===== config.mk =====
export PLATFORM = sky130hd
export DESIGN_NAME = codec_sample_writer
export DESIGN_NICKNAME = d
export VERILOG_FILES = /design/src/rtl/codec_sample_writer.sv
export SDC_FILE = /design/constraint.sdc
export NUM_CORES = 1
export LEC_CHECK = 0
export ABC_CLOCK_PERIOD_IN_PS = 18800
export BUFFER_PORTS_ARGS = -buffer_cell sky130_fd_sc_hd__buf_2
export CAP_MARGIN = 10
export CORE_MARGIN = 2
export CORE_UTILIZATION = 30
export DETAILED_ROUTE_END_ITERATION = 10
export PLACE_DENSITY = 0.48
export SYNTH_ARGS = -nofsm -noshare
export SYNTH_HDL_FRONTEND = slang
export SYNTH_SLANG_ARGS = --single-unit

===== constraint.sdc =====
create_clock -name clock -period 18.8 [get_ports clock]
set_clock_uncertainty 0.15 [all_clocks]
set_input_delay 0 -clock clock [delete_from_list [all_inputs] [get_ports clock]]
set_output_delay 0 -clock clock [all_outputs]
set_load 0.02 [all_outputs]

===== src/rtl/codec_sample_writer.sv =====
// Write-side FIFO between the sample-processing chain and the audio codec write port.
// Optional build macro CODEC_WRITER_HOLD_EN: on underrun, re-send the last pair instead of idling.
module codec_sample_writer #(
   parameter int DEPTH = 8,
   parameter int WIDTH = 24
) (
   input  logic                     clock,
   input  logic                     reset,
   input  logic                     in_valid,
   input  logic [WIDTH-1:0]         in_left,
   input  logic [WIDTH-1:0]         in_right,
   output logic                     in_ready,
   input  logic                     write_ready,
   output logic                     write,
   output logic [WIDTH-1:0]         writedata_left,
   output logic [WIDTH-1:0]         writedata_right,
   output logic [$clog2(DEPTH):0]   count,
   output logic                     overflow
);

   localparam int PTR_W = $clog2(DEPTH);
   localparam logic [PTR_W:0] FULL_COUNT = (PTR_W + 1)'(DEPTH);

   typedef enum logic {
      IDLE,
      WRITE
   } state_t;

   state_t state, next_state;

   logic [WIDTH-1:0] mem_left  [DEPTH];
   logic [WIDTH-1:0] mem_right [DEPTH];
   logic [PTR_W-1:0] wr_ptr;
   logic [PTR_W-1:0] rd_ptr;

   logic full;
   logic empty;
   logic push;
   logic pop;
   logic drop;

   assign full     = (count == FULL_COUNT);
   assign empty    = (count == '0);
   assign in_ready = !full && !reset;
   assign push     = in_valid && in_ready;
   assign drop     = in_valid && !in_ready && !reset;

   always_ff @(posedge clock) begin
      if (reset) begin
         state <= IDLE;
      end else begin
         state <= next_state;
      end
   end

   // A pop only happens from IDLE, so writes are spaced at least two cycles apart.
   always_comb begin
      next_state = state;
      pop        = 1'b0;
      write      = 1'b0;
      case (state)
         IDLE: begin
            if (write_ready && !empty) begin
               pop        = 1'b1;
               next_state = WRITE;
            end
`ifdef CODEC_WRITER_HOLD_EN
            else if (write_ready) begin
               next_state = WRITE;
            end
`endif
         end
         WRITE: begin
            write      = 1'b1;
            next_state = IDLE;
         end
         default: begin
            next_state = IDLE;
         end
      endcase
   end

   always_ff @(posedge clock) begin
      if (push) begin
         mem_left[wr_ptr]  <= in_left;
         mem_right[wr_ptr] <= in_right;
      end
   end

   // Pointers wrap naturally because DEPTH is a power of two.
   always_ff @(posedge clock) begin
      if (reset) begin
         wr_ptr <= '0;
         rd_ptr <= '0;
         count  <= '0;
      end else begin
         if (push) begin
            wr_ptr <= wr_ptr + 1'b1;
         end
         if (pop) begin
            rd_ptr <= rd_ptr + 1'b1;
         end
         case ({push, pop})
            2'b10:   count <= count + 1'b1;
            2'b01:   count <= count - 1'b1;
            default: count <= count;
         endcase
      end
   end

   always_ff @(posedge clock) begin
      if (reset) begin
         writedata_left  <= '0;
         writedata_right <= '0;
         overflow        <= 1'b0;
      end else begin
         if (pop) begin
            writedata_left  <= mem_left[rd_ptr];
            writedata_right <= mem_right[rd_ptr];
         end
         if (drop) begin
            overflow <= 1'b1;
         end
      end
   end

endmodule

==> metrics.md <==
| Metric | Value |
|---|---|
| CTS Buf Count | `48` |
| Filler cell count | `5,010` |
| Max-Cap Viols | `0` |
| DR iter-0 viols | `524` |
| R2R setup slack | `15.41 ns` |
| Worst Setup Path Type | `reg -> reg` |
| FF-to-FF path depth | `5` |
| Ys Warns | `0` |
| Die Height | `between 200 and 250 um` |
| Initial Util | `30.5%` |
| Data arrival, critical path | `3.66 ns` |
| Total wire length | `38.6 mm` |
| Core area | `between 50,000 and 60,000 sq um` |
| Worst hold path type | `in -> reg` |
| First drt pass iteration count | `4` |
| CTS H-tree lvls | `2` |
| Setup WS pre-CTS | `approximately 15 ns` |
| Vias | `8,131` |
| RSZ-0062 raised after global routing | `no` |
| Setup WS post-layout | `approximately 15 ns` |
| Finished Layout Cells | `1,712` |
| Hold Crit Start | `in_left[4]` |
| Global Route Usage Sum | `13.6%` |
| Resized cells post-CTS | `0` |
| Pin count of the biggest net entering global routing | `52` |
| Most frequent cell after synthesis | `edfxtp_1` |
| # IOs | `107` |
| Global-route wire length before repair | `56.5 mm` |
| CP max stage delay | `roughly 0.78 ns` |
| Worst Setup End Kind | `flip-flop` |
| CTS tree | `built` |
| Relative slew slack | `34.7%` |
| Clock Latency Late Sink | `0.58 ns` |
| Placed cell count | `roughly 1.6k` |
| Row cnt | `85` |
| Postcts setup bufs | `0` |
| Clk buf depth | `3` |
| DP HPWL | `20.3 mm` |
| Met2 global-route usage | `22.0%` |
| Clock slew at reported path FFs | `0.06 ns` |
| Fin crit period | `3.39 ns` |
| Number of flops mapped to enable cells by yosys | `384` |
| Crit-path cells | `buf_4 -> buf_4 -> mux4_2 -> o22ai_1 -> nor3_2` |
| Setup TNS | `0 ns` |
| Mapped cell area | `16,500 sq um` |
| VDD IR max | `0.0000566 V` |
| Crit Path Max Fanout | `40` |
| Die W | `238 um` |
| Area Overhead vs Synth | `20.8%` |
| GR Layer Usage met3 | `2.65%` |
| Pwr Density | `133 nW/um^2` |
| Static Leak | `6.43 nW` |
| Status | `complete, no violations` |
| Maximum achievable frequency | `295 MHz` |
| Stages on worst setup path | `5` |
| Prevailing post-synth register cell | `edfxtp_1` |
| Wire per inst | `22.6 um` |
| Global route total overflow | `0` |
| Crit-path leading delay family | `buffers and inverters` |
| R2r startpoint | `rd_ptr[0]` |
| Final setup viols | `0` |
| Worst hold path endpoint | `mem_left[2][4]` |
| FF/Latch Area | `between 10,000 and 15,000 sq um` |
| Residual DRC | `0` |
| Register area share after synthesis | `77.4%` |
| Die Footprint | `between 50,000 and 60,000 sq um` |
| Top post-synthesis cells by count | `edfxtp_1, mux4_2, nor2_1` |
| Worst Tran Pin Value | `0.980 ns` |
| GR Util met1 | `18.7%` |
| Final hold violations | `0` |
| Global placer's final weighted congestion | `approximately 0.65` |
| Synthesized Nets | `854` |
| Slew Viols, Final | `0` |
| Synth top area cells | `edfxtp_1, mux4_2, dfxtp_1` |
| Register bit total from synthesis | `444` |
| Area of the multi-input gates | `3490 sq um` |
| Largest area contributor in the netlist | `edfxtp_1` |
| Hold Path Stages | `2` |
| Clock root cell | `clkbuf_16` |
| Crit start category | `flip-flop` |
| Cells after Synth | `796` |
| IO buf count | `106` |
| Buf/Inv on CP | `2` |
| Via density | `between 4 and 5` |
| Vias in the first global route | `8,488` |
| Worst EP required | `roughly 19 ns` |
| Distinct cells, synth | `31` |
| Syn_area_per_cell | `20.7 sq um` |
| CTS Hold Buffers Added | `53` |
| Routed Antenna Nets | `0` |
| Post-synth ARST share | `0%` |
| Fin nets | `between 1k and 1.5k` |
| FF-to-FF End | `writedata_left[21]` |
| Most common cell on crit path | `buf_4` |
| Share of cells above drive strength 1 | `32.2%` |
| Clock Sinks | `444` |
| Antenna violations before repair | `1` |
| Slowest CP cell | `buf_4` |
| Share of the synthesized area in the top cell type | `70.1%` |
| Final Cycle Share | `18.0%` |
| Gr busiest metal | `met2` |
-- worst max path at each step --
stage	from	slack (ns)	to
final	rd_ptr[0]	15.41	writedata_left[21]
after global routing	rd_ptr[0]	15.05	writedata_right[19]
after CTS	rd_ptr[0]	15.26	writedata_left[17]
after detailed placement	rd_ptr[0]	15.27	writedata_left[23]
after global placement	rd_ptr[0]	15.27	writedata_left[17]
after floorplan	count[0]	12.53	mem_left[0][0]
-- kinds of logic after synthesis --
logic type | after synthesis | share of synthesized area, %
flops | 444 | 77.4
compound gates | 55 | 2.05
xor+xnor | 6 | 0.319
fa+ha+maj | 6 | 0.502
simple gates | 137 | 4.75
buf+inv | 51 | 1.78
mux | 97 | 13.2
-- layer usage --
layer	part of all wire, %	vias to the layer above
met5	0	-
met1	46	4287
met4	2.1	0
met3	4.3	53
li1	-	3623
met2	48	168
-- stage by stage --
step	hold slack (ns)	utilization [%]	power (W)	area (sq um)
final	0.0750	36.8	0.00265	19900
after CTS	0.0416	36.8	0.00269	19900
after global routing	0.0904	36.8	0.00277	19900
after floorplan	-0.0511	-	0.00157	16500
after global placement	0.124	32.9	0.00173	17800
after detailed placement	0.126	32.9	0.00174	17800
-- flip-flops by register name, indices dropped and copies added, names as in the netlist --
register	flops
wr_ptr	3
writedata_left	24
mem_right	192
writedata_right	24
mem_left	192
state	1
overflow	1
rd_ptr	3
count	4
-- power breakdown --
| group | internal, W | switching [W] |
|---|---|---|
| clock | 0.000556 | 0.000378 |
| combinational | 0.000192 | 0.000308 |
| sequential | 0.00115 | 0.0000626 |
| total | 0.00190 | 0.000749 |
-- cell type report --
type | instances | area share, %
clock inverters | 21 | 1.19
inverters | 5 | 0.0944
well taps | 696 | 4.38
repair buffers | 177 | 6.03
clock buffers | 67 | 6.61
multi-input cells | 301 | 17.6
diodes | 1 | 0.0126
flip-flops and latches | 444 | 64.1
-- placed cells by master (no fill, tap or decap), types with 8 or more instances in the layout --
cell type,Yosys,routed
edfxtp_1,384,384
buf_2,15,105
mux4_2,96,96
nor2_1,63,60
dfxtp_1,60,58
dlygate4sd3_1,0,53
clkbuf_16,0,49
o22ai_1,48,48
nor3_2,29,33
nor3_1,24,20
buf_4,6,19
clkbuf_1,17,16
clkinv_1,0,8
No activity file was read; power rests on OpenSTA's default activity.
